## config.mk

```make
export PLATFORM = sky130hd
export DESIGN_NAME = alu_seq
export DESIGN_NICKNAME = d
export VERILOG_FILES = /design/src/rtl/alu_pkg.sv /design/src/rtl/alu_mul_iter.sv /design/src/rtl/alu_seq.sv
export SDC_FILE = /design/constraint.sdc
export NUM_CORES = 1
export LEC_CHECK = 0
export ABC_AREA = 0
export BUFFER_PORTS_ARGS = -buffer_cell sky130_fd_sc_hd__buf_4
export CAP_MARGIN = 20
export CORE_MARGIN = 2
export CORE_UTILIZATION = 40
export CTS_CLUSTER_SIZE = 14
export DETAILED_ROUTE_END_ITERATION = 8
export PLACE_DENSITY = 0.58
export REMOVE_ABC_BUFFERS = 1
export SLEW_MARGIN = 20
export SYNTH_ARGS = -nofsm -noshare
export SYNTH_HDL_FRONTEND = slang
export SYNTH_SLANG_ARGS = --single-unit
```

## constraint.sdc

```tcl
create_clock -name clk -period 3.9 [get_ports clk]
set_clock_uncertainty 0.05 [all_clocks]
set_input_delay 0.39 -clock clk [delete_from_list [all_inputs] [get_ports clk]]
set_output_delay 0.39 -clock clk [all_outputs]
set_load 0.01 [all_outputs]
```

## src/rtl/alu_pkg.sv

```systemverilog
// rtl/alu_pkg.sv - opcode, flag index and state definitions shared by the ALU block
package alu_pkg;

   typedef enum logic [3:0] {
      OP_AND = 4'd0,  OP_EOR = 4'd1,  OP_SUB = 4'd2,  OP_RSB = 4'd3,
      OP_ADD = 4'd4,  OP_ADC = 4'd5,  OP_SBC = 4'd6,  OP_RSC = 4'd7,
      OP_TST = 4'd8,  OP_TEQ = 4'd9,  OP_CMP = 4'd10, OP_CMN = 4'd11,
      OP_ORR = 4'd12, OP_MOV = 4'd13, OP_BIC = 4'd14, OP_MVN = 4'd15
   } op_e;

   localparam int FLAG_N = 3;
   localparam int FLAG_Z = 2;
   localparam int FLAG_C = 1;
   localparam int FLAG_V = 0;

   typedef enum logic {IDLE = 1'b0, MUL = 1'b1} state_e;

   function automatic logic is_test(op_e op);
      return op inside {OP_TST, OP_TEQ, OP_CMP, OP_CMN};
   endfunction

   function automatic logic is_logical(op_e op);
      return op inside {OP_AND, OP_EOR, OP_TST, OP_TEQ, OP_ORR, OP_MOV, OP_BIC, OP_MVN};
   endfunction

endpackage

```

## src/rtl/alu_mul_iter.sv

```systemverilog
// rtl/alu_mul_iter.sv - iterative shift-add multiplier retiring MUL_STEP bits per cycle
module alu_mul_iter
   import alu_pkg::*;
#(
   parameter int WIDTH    = 32,
   parameter int MUL_STEP = 1
) (
   input  logic             clk,
   input  logic             reset,
   input  logic             start,
   input  logic             flush,
   input  logic [WIDTH-1:0] a,
   input  logic [WIDTH-1:0] b,
   output logic             busy,
   output logic             done,
   output logic [WIDTH-1:0] product
);

   localparam int N  = WIDTH / MUL_STEP;
   localparam int CW = $clog2(N + 1);

   logic [CW-1:0]    cnt;
   logic [WIDTH-1:0] acc;
   logic [WIDTH-1:0] acc_next;
   logic [WIDTH-1:0] a_sh;
   logic [WIDTH-1:0] b_sh;

   always_comb begin
      acc_next = acc;
      for (int j = 0; j < MUL_STEP; j++) begin
         if (b_sh[j]) acc_next = acc_next + (a_sh << j);
      end
   end

   // done and product are combinational so the owner registers the result on the final edge
   assign busy    = (cnt != '0);
   assign done    = (cnt == CW'(1)) && !flush;
   assign product = acc_next;

   always_ff @(posedge clk or posedge reset) begin
      if (reset) begin
         cnt  <= '0;
         acc  <= '0;
         a_sh <= '0;
         b_sh <= '0;
      end else if (flush) begin
         cnt <= '0;
      end else if (start) begin
         a_sh <= a;
         b_sh <= b;
         acc  <= '0;
         cnt  <= CW'(N);
      end else if (cnt != '0) begin
         acc  <= acc_next;
         a_sh <= a_sh << MUL_STEP;
         b_sh <= b_sh >> MUL_STEP;
         cnt  <= cnt - CW'(1);
      end
   end

endmodule

```

## src/rtl/alu_seq.sv

```systemverilog
// rtl/alu_seq.sv - registered ARM data-processing ALU with NZCV register and iterative MUL
module alu_seq
   import alu_pkg::*;
#(
   parameter int WIDTH    = 32,
   parameter int MUL_STEP = 1,
   parameter int MUL_EN   = 1
) (
   input  logic             clk,
   input  logic             reset,
   input  logic             in_valid,
   output logic             in_ready,
   input  logic [3:0]       op,
   input  logic             mul,
   input  logic             set_flags,
   input  logic [WIDTH-1:0] a,
   input  logic [WIDTH-1:0] b,
   input  logic             shift_carry,
   input  logic             flush,
   output logic             out_valid,
   output logic [WIDTH-1:0] out_result,
   output logic             out_wr,
   output logic [3:0]       flags
);

   state_e           state;
   op_e              opc;
   logic             accept;
   logic             mul_start;
   logic             mul_busy;
   logic             mul_done;
   logic [WIDTH-1:0] mul_product;
   logic             mul_set_flags;
   logic [WIDTH-1:0] x, y, res;
   logic             cin;
   logic [WIDTH:0]   sum;
   logic [3:0]       nzcv;

   assign opc       = op_e'(op);
   assign in_ready  = (state == IDLE);
   assign accept    = in_valid && in_ready && !flush;
   assign mul_start = accept && mul;

   // Subtracts fold into one adder by inverting an operand and choosing the carry-in
   always_comb begin
      x   = a;
      y   = b;
      cin = 1'b0;
      unique case (opc)
         OP_ADC:         cin = flags[FLAG_C];
         OP_SUB, OP_CMP: begin y = ~b; cin = 1'b1; end
         OP_SBC:         begin y = ~b; cin = flags[FLAG_C]; end
         OP_RSB:         begin x = b; y = ~a; cin = 1'b1; end
         OP_RSC:         begin x = b; y = ~a; cin = flags[FLAG_C]; end
         default:        ;
      endcase
      sum = {1'b0, x} + {1'b0, y} + {{WIDTH{1'b0}}, cin};

      unique case (opc)
         OP_AND, OP_TST: res = a & b;
         OP_EOR, OP_TEQ: res = a ^ b;
         OP_ORR:         res = a | b;
         OP_MOV:         res = b;
         OP_BIC:         res = a & ~b;
         OP_MVN:         res = ~b;
         default:        res = sum[WIDTH-1:0];
      endcase

      nzcv         = flags;
      nzcv[FLAG_N] = res[WIDTH-1];
      nzcv[FLAG_Z] = (res == '0);
      if (is_logical(opc)) begin
         nzcv[FLAG_C] = shift_carry;
      end else begin
         nzcv[FLAG_C] = sum[WIDTH];
         nzcv[FLAG_V] = (x[WIDTH-1] == y[WIDTH-1]) && (sum[WIDTH-1] != x[WIDTH-1]);
      end
   end

   if (MUL_EN != 0) begin : g_mul
      alu_mul_iter #(.WIDTH(WIDTH), .MUL_STEP(MUL_STEP)) u_mul (
         .clk     (clk),
         .reset   (reset),
         .start   (mul_start),
         .flush   (flush),
         .a       (a),
         .b       (b),
         .busy    (mul_busy),
         .done    (mul_done),
         .product (mul_product)
      );
   end else begin : g_no_mul
      assign mul_busy    = 1'b0;
      assign mul_done    = 1'b0;
      assign mul_product = '0;
   end

   always_ff @(posedge clk or posedge reset) begin
      if (reset) begin
         state         <= IDLE;
         out_valid     <= 1'b0;
         out_result    <= '0;
         out_wr        <= 1'b0;
         flags         <= 4'b0000;
         mul_set_flags <= 1'b0;
      end else begin
         out_valid <= 1'b0;
         unique case (state)
            IDLE: begin
               if (accept) begin
                  if (mul && MUL_EN != 0) begin
                     state         <= MUL;
                     mul_set_flags <= set_flags;
                  end else if (mul) begin
                     out_valid  <= 1'b1;
                     out_result <= '0;
                     out_wr     <= 1'b1;
                  end else begin
                     out_valid  <= 1'b1;
                     out_result <= res;
                     out_wr     <= !is_test(opc);
                     if (set_flags || is_test(opc)) flags <= nzcv;
                  end
               end
            end
            MUL: begin
               if (flush) begin
                  state <= IDLE;
               end else if (mul_done) begin
                  state      <= IDLE;
                  out_valid  <= 1'b1;
                  out_result <= mul_product;
                  out_wr     <= 1'b1;
                  if (mul_set_flags) begin
                     flags[FLAG_N] <= mul_product[WIDTH-1];
                     flags[FLAG_Z] <= (mul_product == '0);
                  end
               end else if (!mul_busy) begin
                  state <= IDLE;
               end
            end
            default: state <= IDLE;
         endcase
      end
   end

endmodule

```

[Yosys cells after proc, flatten, opt, wreduce, memory -nomap -nowiden]
Cells that the tools add are included.
Storage, ports and cells
  flip-flop bits (word level): 142
  output and inout bits: 39
  bits of input ports: 75
Cells by class
  reduce and logical (&&, ||, !) cells: 28
  bitwise gates (word level): 10
  mux-type cells: 44
  equal/unequal tests: 23
  add/sub/neg operators: 4
Operators by type and width (count)
  32-bit 2-to-1 mux: 12
  32-bit case mux with 6 select lines: 1
  32-bit case mux with 2 select lines: 2
  32-bit AND: 2
  32-bit zero test: 2
  32-bit inverter: 2
  32-bit by 32-bit adder with 33-bit output: 1
  33-bit by 1-bit adder with 33-bit output: 1
  32-bit adder: 1
  4-bit == test (second input constant): 8
  32-bit bitwise OR: 1
  32-bit bitwise XOR: 1
  6-bit 2-to-1 mux: 3
  1-bit 2-to-1 mux: 15
  4-bit by 3-bit == test with 1-bit output (second input constant): 3
  4-bit 2-to-1 mux: 3
  3-bit OR reduction: 3
  4-bit by 2-bit == test with 1-bit output (second input constant): 2
  2-bit by 1-bit inequality test with 1-bit output (second input constant): 4
  1-bit case mux with 2 select lines: 4
  4-bit AND reduction: 2
  8-bit nonzero test: 1
  6-bit by 1-bit == test with 1-bit output (second input constant): 1
  2-bit 2-to-1 mux: 3
  20 further kinds: 31

[Depth between registers and ports, before layout]
  depth in word-level cells: 12
  depth in mapped cells: 23

[By module]
A second synthesis with hierarchy kept.
Second synthesis, totals
  cell total of the unflattened synthesis: 1745
  area, all modules: 13477.9 um^2
Modules (own cells, without submodules)
  alu_seq: area each 6945.4 um^2, cells each 1041, times used 1, sequential area each 1001.0 um^2
  alu_mul_iter: area each 6532.5 um^2, cells each 704, times used 1, sequential area each 2552.4 um^2

[Worst setup path after synthesis]
OpenSTA, ideal clock, no wires.
  kind: input -> register
  start: input port op[0]
  end: register flags[2]
  stages: 22
  data arrival time: 5.002 ns
  path slack: -1.244 ns
  path buffers: 4
  setup time: 0.092 ns
  cell sequence: buf_2 > buf_2 > clkbuf_1 > nor3_1 > o21bai_1 > clkbuf_1 > nor2_1 > a211oi_1 > fa_1 > inv_1 > fa_1 > a21o_1 > a211oi_1 > nor2_1 > a221o_1 > or4_1 > or4_1 > nor4_2 > nand4_1 > nor4_2 > nand4_1 > o31ai_2
On the way
  cells in the longest elaborated chain, start to end: 11
Ends and longest elaborated chain
  start: declaration: RTL line alu_seq.sv:13  | input logic [3:0] op,
  4-bit == test (tied with other cells): RTL line alu_pkg.sv:19, alu_seq.sv:49
  3-bit OR reduction (no source line) or 2-bit OR reduction (tied branches)
  32-bit case mux with 2 select lines or 32-bit 2-to-1 mux (tied branches): RTL line alu_seq.sv:49  | unique case (opc)
  32-bit by 32-bit adder with 33-bit output: RTL line alu_seq.sv:57  | sum = {1'b0, x} + {1'b0, y} + {{WIDTH{1'b0}}, cin};
  33-bit by 1-bit adder with 33-bit output: RTL line alu_seq.sv:57
  32-bit case mux with 6 select lines: RTL line alu_seq.sv:59  | unique case (opc)
  32-bit zero test: RTL line alu_seq.sv:71  | nzcv[FLAG_Z] = (res == '0);
  4-bit 2-to-1 mux: RTL line alu_seq.sv:122  | if (set_flags || is_test(opc)) flags <= nzcv;
  4-bit 2-to-1 mux: RTL line alu_seq.sv:111  | if (mul && MUL_EN != 0) begin
  4-bit 2-to-1 mux: RTL line alu_seq.sv:110  | if (accept) begin
  2-bit case mux with 2 select lines: RTL line alu_seq.sv:108  | unique case (state)
  end signal: assignment: RTL line alu_seq.sv:122
  end signal: indexed assignment: RTL line alu_seq.sv:135  | flags[FLAG_N] <= mul_product[WIDTH-1];
  end signal: indexed assignment: RTL line alu_seq.sv:136  | flags[FLAG_Z] <= (mul_product == '0);
  end: declaration: RTL line alu_seq.sv:23  | output logic [3:0] flags
Parallel ways exist; a longest one is shown, timed or not. The select of a mux whose other input is x is not followed.
A chain may end at the register's enable or synchronous reset.

[Worst setup path in the final report]
  start: input port op[2]
  end: register flags[2]
Same word-level chain as after synthesis.

==> results.ini <==
[logic_synthesis]
synthDominantAreaCellType=dfrtp_1
yosys-mux-area-fraction=0.0802
total_of_warnings_raised_by_yosys=0
ys_ff_latch=142
synthArstFlopShare=1.00
syn_area_mm2=0.0134
netlist-cell-type-count=88
synth_top_family_by_area=compound AO/OA/AOI/OAI gates
largest_cells_by_area_after_synthesis=dfrtp_1, o21ai_0, ha_1
synth_simple_gate_area_share=0.180
post_synth_xor_area_fraction=0.0452
dominantRegCellSynth=dfrtp_1
yosys.area_share.adder=0.0944
synth_compound_area_frac=0.273
yosysSeqAreaShare=0.266
synth_enable_flop_cells=0
area_share_of_the_largest_cell_type_after_synthesis=0.266
syn_avg_cell_area_um2=7.62
post_synth_inst_count=1753

[grt]
first_global_vias=13200
met1_demand_to_capacity_share_in_global_routing=0.392
grt_pass1_wl_mm=74.9
global_route_hottest_layer=met2
grt_use_met3=0.0389
gr-total-overflow=0
number_of_antenna_violations_at_the_first_check_in_global_routing=1
grt_start_max_net_pins=93
grt_use_total=0.272
grt_util_met2=0.424

[placed_design]
port_buffers=113
finalWeightedCongestion=0.937
place_ws_ps=-919
dp.final_hpwl_mm=36.6
dpl_cell_area_mm2=0.0161
placed_cells=2429

[power_and_ir_drop]
worst_ir_drop_vdd_mv=0.351
power_per_cell_area_mw_per_mm2=569
total_leakage_power_nw=7.89

[final_layout]
finish.net_count=2204
post-route-cell-area_mm2=0.0174
syn2layout_area_growth_pct=30.3
nFillCells=3206
drive_gt1_frac=0.245
multi_input_comb_area_mm2=0.00939
layout.cells.non_filler=2486
seqCellArea_mm2=0.00355

[cts]
cts.clk_slew.worst_paths_ps=80
numCtsBuffers=17
clk_latency_ps=440
clockBufferDepth=2
post_cts_hold_buffer_count=0
tritoncts=done
ctsHtreeMaxLevel=4
clkSinkCount=142
clock-root-buffer=clkbuf_16

[status]
status=complete, but fails checks
violations=setup timing

[drt]
iteration_count_of_the_initial_detailed_routing_pass=5
drt_first_iter_violations=1171
dr_total_vias=14000
drc=0
avgViaCountPerCell=5.63
route.final.wire_length_mm=48.1
drt.antenna.violating_nets=0
detail_route.wl_per_cell_um=19.3

[sta]
setup-tns-final_ps=-200
setup_viol_count_final=3
final.period_utilization=1.04
max_slew_margin=0.352
worstMarginPinSlew_ps=970
max_clock_freq_mhz=245
final_critical_path_setup_slack_ps=-174
final_critical_delay_including_setup_and_external_delays_ps=4070
drv_slew=0
finalHoldViolations=0
grt_setup_unrepaired=true

[critical_path]
worstSetupStartpointType=primary input
critical_path_arrival_ps=4370
timing.critical_path.required_ps=4190
setup.worst_path.end_class=flop
timing.setup.critical_path_class=in -> reg
top_fanout_value_on_the_critical_path=3

[floorplan]
rows=66
die_y_um=187
die_area_mm2=0.0349
floorplan.initialDensity=0.409
io_pins=114
coreArea_mm2=0.0327
die_w_um=187

[job]
timing.max_cap.violations=0

[hold_path]
min-delay-path-class=in -> async

[metrics by stage]
stage	total power (W)	util	hold slack (ps)
6_report	0.00991	0.532	73.1
5_1_grt	0.0106	0.532	103
4_1_cts	0.00975	0.522	97.3
3_5_place_dp	0.00790	0.493	413
3_3_place_gp	0.00782	0.493	411
2_1_floorplan	0.00572	-	395
[layout make-up]
| cell class | count | area share |
|---|---|---|
| Antenna cell | 1 | 0.000144 |
| Clock buffer | 18 | 0.0247 |
| Clock inverter | 14 | 0.0101 |
| Inverter | 96 | 0.0210 |
| Multi-Input combinational cell | 1404 | 0.540 |
| Sequential cell | 142 | 0.204 |
| Tap cell | 442 | 0.0318 |
| Timing Repair Buffer | 369 | 0.169 |
[layer usage]
metal,share of wire,routed length (µm)
met1,0.48,23000
met3,0.053,2560
met4,0.020,977
met2,0.45,21600
met5,0,0
[Yosys cell counts, types with 9 or more instances]
cell	n
a211oi_1	19
a21o_1	22
a21oi_1	121
a221oi_1	13
a31oi_1	12
and3_1	9
buf_2	11
clkbuf_1	88
dfrtp_1	142
ha_1	96
inv_1	95
mux2_2	17
mux2i_1	88
nand2_1	258
nand3_1	27
nand4_1	18
nor2_1	113
nor2b_1	14
nor3_1	21
nor3b_1	10
o211ai_1	15
o21ai_0	273
o21bai_1	11
o22ai_1	20
o31ai_1	10
xnor2_1	49
xor2_1	20
[cells by family (layout without fill, tap and decap cells)]
family / after synthesis / count (layout)
AO/OA/AOI/OAI: 605 / 605
XOR/XNOR: 69 / 69
adder cells (fa/ha/maj): 99 / 99
buffers and inverters: 207 / 497
flip-flops: 142 / 142
multiplexers: 105 / 105
other: 0 / 1
AND/OR/NAND/NOR: 526 / 526
[repair_timing]
item,CTS,global route
pin swaps,7,33
resized for setup,49,64
setup buffers,10,13
endpoints found under the setup margin,16,16
cloned,2,0
endpoints found under the hold margin,0,0
[registers in the layout, summed over array words and instances, names as in the netlist]
signal / count
flags: 4
g_mul.u_mul.cnt: 6
g_mul.u_mul.a_sh: 32
out_wr: 1
out_result: 32
g_mul.u_mul.acc: 32
state: 1
mul_set_flags: 1
g_mul.u_mul.b_sh: 32
out_valid: 1
[worst max-delay path, stage by stage]
cell	delay [ps]
buf_6	90
and2_4	160
nor3_4	120
o21bai_4	160
nor2_2	60
a211oi_2	210
fa_2	270
inv_2	40
fa_2	390
buf_4	160
xor2_1	170
a2111o_1	390
or4_1	470
or4_4	460
nor4_4	170
nand4_1	180
nor4_2	180
nand4_1	140
o31ai_2	180
[final timing paths]
| path | end | start | cells after the start | slack [ps] |
|---|---|---|---|---|
| max | flags[2] | op[2] | 19 | -170 |
| min reg2reg | g_mul.u_mul.b_sh[11] | g_mul.u_mul.b_sh[11] | 2 | 430 |
| min | g_mul.u_mul.a_sh[5] | reset | 2 | 70 |
| max reg2reg | flags[2] | flags[1] | 16 | -140 |
| min in group clk | mul_set_flags | set_flags | 3 | 110 |
| max in group asynchronous | g_mul.u_mul.b_sh[25] | reset | 3 | 2900 |
[power by group]
group | leakage, nW | switching [W] | internal (W) | total (W)
clock network | 0.291 | 0.000756 | 0.000971 | 0.00173
logic | 5.79 | 0.00311 | 0.00247 | 0.00558
registers | 1.81 | 0.000498 | 0.00211 | 0.00260
[cells in the final DEF, fill, tap and decap left out, types with 12 or more instances in the layout]
cell       instances
inv_1             93
xor2_1            20
buf_4            352
nor3_1            20
dfrtp_1          142
mux2_2            13
o211ai_1          15
nand2_1          255
clkbuf_16         17
o22ai_1           20
o21ai_1           18
ha_1              95
a31oi_1           12
o21ai_0          253
nand4_1           18
nand3_1           25
a21o_1            22
mux2i_1           88
xnor2_1           47
a211oi_1          15
nor2b_1           14
a21oi_1          114
nor2_1           110
No activity file was read; power rests on OpenSTA's default activity.
